`src/rtl/uart_frame_writer_if.sv`:
```
// uart_frame_writer_if
//   Bundles the frame request, payload stream and TX FIFO write port of the
//   UART frame writer.
//   Signals:
//     start, len              frame request and payload length
//     pl_data, pl_valid,      payload byte stream (valid/ready)
//     pl_ready
//     fifo_full, fifo_wr,     TX FIFO write port
//     fifo_wr_data
//     busy, done_tick,        status
//     err_tick
//   Modports: slave = the frame writer, master = the side that drives it.
interface uart_frame_writer_if #(
  parameter int DBITS    = 8,
  parameter int LEN_BITS = 5
);
  logic                start;
  logic [LEN_BITS-1:0] len;
  logic [DBITS-1:0]    pl_data;
  logic                pl_valid;
  logic                pl_ready;
  logic                fifo_full;
  logic                fifo_wr;
  logic [DBITS-1:0]    fifo_wr_data;
  logic                busy;
  logic                done_tick;
  logic                err_tick;

  modport slave (
    input  start, len, pl_data, pl_valid, fifo_full,
    output pl_ready, fifo_wr, fifo_wr_data, busy, done_tick, err_tick
  );

  modport master (
    output start, len, pl_data, pl_valid, fifo_full,
    input  pl_ready, fifo_wr, fifo_wr_data, busy, done_tick, err_tick
  );
endinterface

```
`src/rtl/uart_frame_writer.sv`:
```
// uart_frame_writer
//   Wraps a payload byte stream into a UART frame
//     SOF, LEN, payload[0..LEN-1], XOR checksum
//   and writes it into the TX FIFO one byte per cycle, stalling on fifo_full.
//   Optional feature macro: UART_FRAME_CSUM_EN. When it is undefined the
//   checksum byte and the checksum register are left out and the frame ends
//   after the last payload byte.
//   Ports:
//     ckht  system clock (rising edge)
//     rst   asynchronous active-high reset
//     bus   uart_frame_writer_if.slave: request, payload stream, FIFO port,
//           busy/done_tick/err_tick status
module uart_frame_writer #(
  parameter int               DBITS    = 8,
  parameter int               MAX_LEN  = 16,
  parameter int               LEN_BITS = 5,
  parameter logic [DBITS-1:0] SOF      = 8'hA5
) (
  input  logic              ckht,
  input  logic              rst,
  uart_frame_writer_if.slave bus
);

  localparam logic [2:0] IDLE   = 3'd0;
  localparam logic [2:0] SOF_S  = 3'd1;
  localparam logic [2:0] LEN_S  = 3'd2;
  localparam logic [2:0] PAY_S  = 3'd3;
`ifdef UART_FRAME_CSUM_EN
  localparam logic [2:0] CSUM_S = 3'd4;
`endif

  localparam logic [LEN_BITS-1:0] MAX_LEN_V = LEN_BITS'(MAX_LEN);
  localparam logic [LEN_BITS-1:0] ONE_V     = LEN_BITS'(1);

  logic [2:0]          state_q, state_d;
  logic [LEN_BITS-1:0] cnt_q, cnt_d;
  logic [LEN_BITS-1:0] len_q, len_d;
  logic                done_q, done_d;
  logic                err_q, err_d;
`ifdef UART_FRAME_CSUM_EN
  logic [DBITS-1:0]    csum_q, csum_d;
`endif

  logic                wr;
  logic [DBITS-1:0]    wr_data;
  logic                rdy;

  always_comb begin
    state_d = state_q;
    cnt_d   = cnt_q;
    len_d   = len_q;
    done_d  = 1'b0;
    err_d   = 1'b0;
`ifdef UART_FRAME_CSUM_EN
    csum_d  = csum_q;
`endif
    wr      = 1'b0;
    wr_data = '0;
    rdy     = 1'b0;

    case (state_q)
      IDLE: begin
        if (bus.start) begin
          if (bus.len != '0 && bus.len <= MAX_LEN_V) begin
            len_d   = bus.len;
            cnt_d   = bus.len;
`ifdef UART_FRAME_CSUM_EN
            csum_d  = '0;
`endif
            state_d = SOF_S;
          end else begin
            err_d = 1'b1;
          end
        end
      end

      SOF_S: begin
        wr_data = SOF;
        if (!bus.fifo_full) begin
          wr      = 1'b1;
          state_d = LEN_S;
        end
      end

      LEN_S: begin
        wr_data = DBITS'(len_q);
        if (!bus.fifo_full) begin
          wr      = 1'b1;
          state_d = PAY_S;
        end
      end

      PAY_S: begin
        rdy     = !bus.fifo_full;
        wr_data = bus.pl_data;
        if (bus.pl_valid && !bus.fifo_full) begin
          wr    = 1'b1;
          cnt_d = cnt_q - ONE_V;
`ifdef UART_FRAME_CSUM_EN
          csum_d = csum_q ^ bus.pl_data;
          if (cnt_q == ONE_V) state_d = CSUM_S;
`else
          if (cnt_q == ONE_V) begin
            state_d = IDLE;
            done_d  = 1'b1;
          end
`endif
        end
      end

`ifdef UART_FRAME_CSUM_EN
      CSUM_S: begin
        wr_data = csum_q;
        if (!bus.fifo_full) begin
          wr      = 1'b1;
          state_d = IDLE;
          done_d  = 1'b1;
        end
      end
`endif

      default: state_d = IDLE;
    endcase
  end

  always_ff @(posedge ckht or posedge rst) begin
    if (rst) begin
      state_q <= IDLE;
      cnt_q   <= '0;
      len_q   <= '0;
      done_q  <= 1'b0;
      err_q   <= 1'b0;
`ifdef UART_FRAME_CSUM_EN
      csum_q  <= '0;
`endif
    end else begin
      state_q <= state_d;
      cnt_q   <= cnt_d;
      len_q   <= len_d;
      done_q  <= done_d;
      err_q   <= err_d;
`ifdef UART_FRAME_CSUM_EN
      csum_q  <= csum_d;
`endif
    end
  end

  assign bus.fifo_wr      = wr;
  assign bus.fifo_wr_data = wr_data;
  assign bus.pl_ready     = rdy;
  assign bus.busy         = (state_q != IDLE);
  assign bus.done_tick    = done_q;
  assign bus.err_tick     = err_q;

endmodule
```
`src/flat_wrapper.sv`:
```
// flat-port wrapper written by rule: the top's interface ports become plain ports
module uart_frame_writer_flat 
#(
  parameter int               DBITS    = 8,
  parameter int               MAX_LEN  = 16,
  parameter int               LEN_BITS = 5,
  parameter logic [DBITS-1:0] SOF      = 8'hA5
)
  (ckht, rst, bus_start, bus_len, bus_pl_data, bus_pl_valid, bus_fifo_full, bus_pl_ready, bus_fifo_wr, bus_fifo_wr_data, bus_busy, bus_done_tick, bus_err_tick);
  uart_frame_writer_if #(.DBITS(DBITS), .LEN_BITS(LEN_BITS)) bus_i ();
  input  logic ckht;
  input  logic rst;
  input wire logic [$bits(bus_i.start)-1:0] bus_start;
  input wire logic [$bits(bus_i.len)-1:0] bus_len;
  input wire logic [$bits(bus_i.pl_data)-1:0] bus_pl_data;
  input wire logic [$bits(bus_i.pl_valid)-1:0] bus_pl_valid;
  input wire logic [$bits(bus_i.fifo_full)-1:0] bus_fifo_full;
  output wire logic [$bits(bus_i.pl_ready)-1:0] bus_pl_ready;
  output wire logic [$bits(bus_i.fifo_wr)-1:0] bus_fifo_wr;
  output wire logic [$bits(bus_i.fifo_wr_data)-1:0] bus_fifo_wr_data;
  output wire logic [$bits(bus_i.busy)-1:0] bus_busy;
  output wire logic [$bits(bus_i.done_tick)-1:0] bus_done_tick;
  output wire logic [$bits(bus_i.err_tick)-1:0] bus_err_tick;
  assign bus_i.start = bus_start;
  assign bus_i.len = bus_len;
  assign bus_i.pl_data = bus_pl_data;
  assign bus_i.pl_valid = bus_pl_valid;
  assign bus_i.fifo_full = bus_fifo_full;
  assign bus_pl_ready = bus_i.pl_ready;
  assign bus_fifo_wr = bus_i.fifo_wr;
  assign bus_fifo_wr_data = bus_i.fifo_wr_data;
  assign bus_busy = bus_i.busy;
  assign bus_done_tick = bus_i.done_tick;
  assign bus_err_tick = bus_i.err_tick;
  uart_frame_writer #(.DBITS(DBITS), .MAX_LEN(MAX_LEN), .LEN_BITS(LEN_BITS), .SOF(SOF)) u_core (.ckht(ckht), .rst(rst), .bus(bus_i));
endmodule
```
`config.mk`:
```
export PLATFORM = sky130hd
export DESIGN_NAME = uart_frame_writer_flat
export DESIGN_NICKNAME = d
export VERILOG_FILES = /design/src/rtl/uart_frame_writer_if.sv /design/src/rtl/uart_frame_writer.sv /design/src/flat_wrapper.sv
export SDC_FILE = /design/constraint.sdc
export NUM_CORES = 1
export LEC_CHECK = 0
export ABC_AREA = 1
export BUFFER_PORTS_ARGS = -buffer_cell sky130_fd_sc_hd__buf_2
export CAP_MARGIN = 10
export CORE_MARGIN = 8
export CORE_UTILIZATION = 45
export CTS_BUF_LIST = sky130_fd_sc_hd__clkbuf_4 sky130_fd_sc_hd__clkbuf_8 sky130_fd_sc_hd__clkbuf_16
export CTS_CLUSTER_DIAMETER = 50
export DETAILED_ROUTE_END_ITERATION = 12
export GPL_ROUTABILITY_DRIVEN = 0
export PLACE_DENSITY = 0.8
export REMOVE_ABC_BUFFERS = 1
export SLEW_MARGIN = 15
export SYNTH_ARGS = -nofsm -noshare
export SYNTH_HDL_FRONTEND = slang
export SYNTH_SLANG_ARGS = --single-unit
```
`constraint.sdc`:
```
create_clock -name ckht -period 3.7 [get_ports ckht]
set_input_delay 0.185 -clock ckht [delete_from_list [all_inputs] [get_ports ckht]]
set_output_delay 0.185 -clock ckht [all_outputs]
set_load 0.005 [all_outputs]
```
==> reports/metrics.cfg <==
[floorplan]
ios = 31
die-area_um2 = 4020
fp.dieH_um = 63.4
initial_core_util_pct = 46.5
fp.coreArea_um2 = 2170
die_x_um = 63.4
placementRows = 17

[synthesis]
synth_cells = 147
synth_seq_cells = 14
yosysWarnings = 0
ys_seq_area_share_pct = 34.7
avgSynthCellArea_um2 = 6.87
synth_area_um2 = 1010
synth_cell_types = 19

[critical_path]
crit_path_cell_trace = ha_1 > inv_2 > nor2_1 > nand2_1 > a21oi_1 > buf_2
critical_path.max_stage_delay_ps = 520
end_kind = output port
crit_fanout = 14
startpoint_type = register
path_class = reg -> out
critPathBufInv = 2
cp.arrival_ps = 1970
crit_required_ps = 3510
critical_path.top_delay_family = adder cells
critPathSlowestCell = ha_1

[clock_network]
cts.sinks = 14
clk_pin_slew_worst_paths_ps = 80
cts.path.max_buffers = 2
clk-insertion-delay-late_ps = 280
tritoncts = yes
cts_buffers = 3
cts_resized = 0
cts_root_buf = clkbuf_4
htreeDepth = 1

[layout]
fillCellCount = 232
final_area_um2 = 1220
final_common_cell = nand2_1
multi_input_area_um2 = 579
mostFrequentLayoutCells = nand2_1, buf_2, nand3_1
diodes = 0
seq_area_um2 = 350
layout-drive-gt1-share_pct = 24.6
syn_to_final_growth_pct = 20.7
nets = 206

[timing]
setup_viol = 0
slew_headroom_pct = 62.6
rsz0062_at_grt = no
fin_ws_ps = 1540
fmax_mhz = 464
fin_hold_ws_ps = 172
layout_min_cycle_time_ps = 2160
tns_ps = 0
maxSlewViolCount = 0
period_share_pct = 58.3
worst_pin_slew_ps = 561
hold_viol_final = 0
fin_skew_ps = 4.30

[routing]
vias = 1023
drt-initial-drc-count = 50
drc = 0
drt-total-wl_mm = 2.49
firstDrtPassIters = 4
vias_per_cell = 4.94
wire_per_inst_um = 12.0
ant_nets = 0

[grt]
overflow = 0
grt_max_degree = 15
grt_util_all_layers_pct = 12.7
antenna_found_initial = 0
grt_pass1_wl_mm = 4.26
grt_pass1_vias = 1016

[power]
powerDensity_nw_per_um2 = 758
p_comb_share_pct = 59.5
finalPower_w = 0.000924
seqPwrFrac_pct = 31.3
p_clk_share_pct = 9.2
ir_worst_vdd_mv = 0.392
p_switching_w = 0.000448
p_leak_nw = 0.721
switching_share_pct = 48.5
p_int_w = 0.000476

[outcome]
status = finished clean

[placed_design]
place_area_um2 = 1190
dp_slack_ps = 1860
hpwl_mm = 2.02
placement.io_buffers = 30

[job]
maxCapViolCount = 0

[min_path]
min_path_type = in -> reg

[power groups by stage]
| stage | logic (W) | registers [W] | clock network [W] |
|---|---|---|---|
| CTS | 0.000556 | 0.000287 | 0.0000883 |
| global route | 0.000630 | 0.000297 | 0.0000968 |
| global placement | 0.000531 | 0.000286 | 0 |
| finish | 0.000549 | 0.000289 | 0.0000851 |
| floorplan | 0.000401 | 0.000273 | 0 |
| detailed placement | 0.000551 | 0.000289 | 0 |
[kinds of logic (layout without fill, tap and decap cells)]
family,Yosys count,in the layout,synth area share (%)
and+or+nand+nor,93,93,41.6
buffers and inverters,21,53,7.93
DFF,14,14,34.7
AOI/OAI and AO/OA,12,12,7.06
adders and majority gates,7,7,8.67
[routing by layer]
metal / vias to the layer above / GRT usage, % / wire length (um)
li1: 526 / - / -
met1: 460 / 14.4 / 1070
met2: 33 / 21.8 / 1220
met3: 4 / 3.89 / 183
met4: 0 / 4.18 / 23
met5: - / 0 / 0
[stage by stage]
step / util [%] / cells
floorplan: - / 145
global placement: 54.7 / 203
detailed placement: 54.7 / 203
CTS: 56.2 / 207
global route: 56.2 / 207
finish: 56.2 / 207
[cell usage after synthesis (all sizes together)]
library cell | count | area (um2)
or2 | 1 | 6.26
ha | 7 | 87.6
nand3 | 23 | 128
nand2 | 58 | 238
o21ai | 7 | 35.0
dfrtp | 14 | 350
clkbuf | 1 | 3.75
nor2 | 10 | 42.5
inv | 19 | 71.3
nand4 | 1 | 6.26
buf | 1 | 5.00
a21oi | 5 | 36.3
[what timing repair did]
item                      CTS  global route
hold buffers                1             0
setup buffers               0             0
hold endpoints to repair   14             0
[state kept, by name, indices dropped and copies added, names as in the netlist]
| register | cells |
|---|---|
| u_core.cnt_q | 5 |
| u_core.bus.err_tick | 1 |
| u_core.len_q | 5 |
| u_core.bus.done_tick | 1 |
| u_core.state_q | 2 |
[worst register-to-register path, cell delays in order, from the launching register on]
cell and delay, ps:
dfrtp_1 510, ha_1 520, inv_2 190, a21oi_4 270, nand2_4 100, nand2_1 60, nand2_1 50
[cell type report]
type,instances,area share (%)
multi-input combinational,112,47.5
sequential,14,28.7
tap,28,2.87
inverter,19,5.85
timing repair buffer,31,13.1
clock buffer,3,1.85
[worst paths after layout]
path / depth (start not counted) / slack [ps] / start / endpoint
worst min-delay path: 3 / 170 / bus_start / u_core.bus.err_tick$_DFF_PP0_
min in group asynchronous: 3 / 500 / rst / u_core.state_q[0]$_DFFE_PP0P_
worst max register to register: 6 / 1900 / u_core.state_q[1]$_DFFE_PP0P_ / u_core.cnt_q[3]$_DFFE_PP0P_
worst min register to register: 2 / 500 / u_core.len_q[4]$_DFFE_PP0P_ / u_core.len_q[4]$_DFFE_PP0P_
worst max-delay path: 6 / 1540 / u_core.state_q[1]$_DFFE_PP0P_ / bus_fifo_wr
max in group asynchronous: 3 / 2830 / rst / u_core.cnt_q[0]$_DFFE_PP0P_
Note: power is estimated with default switching activity, not from simulation.
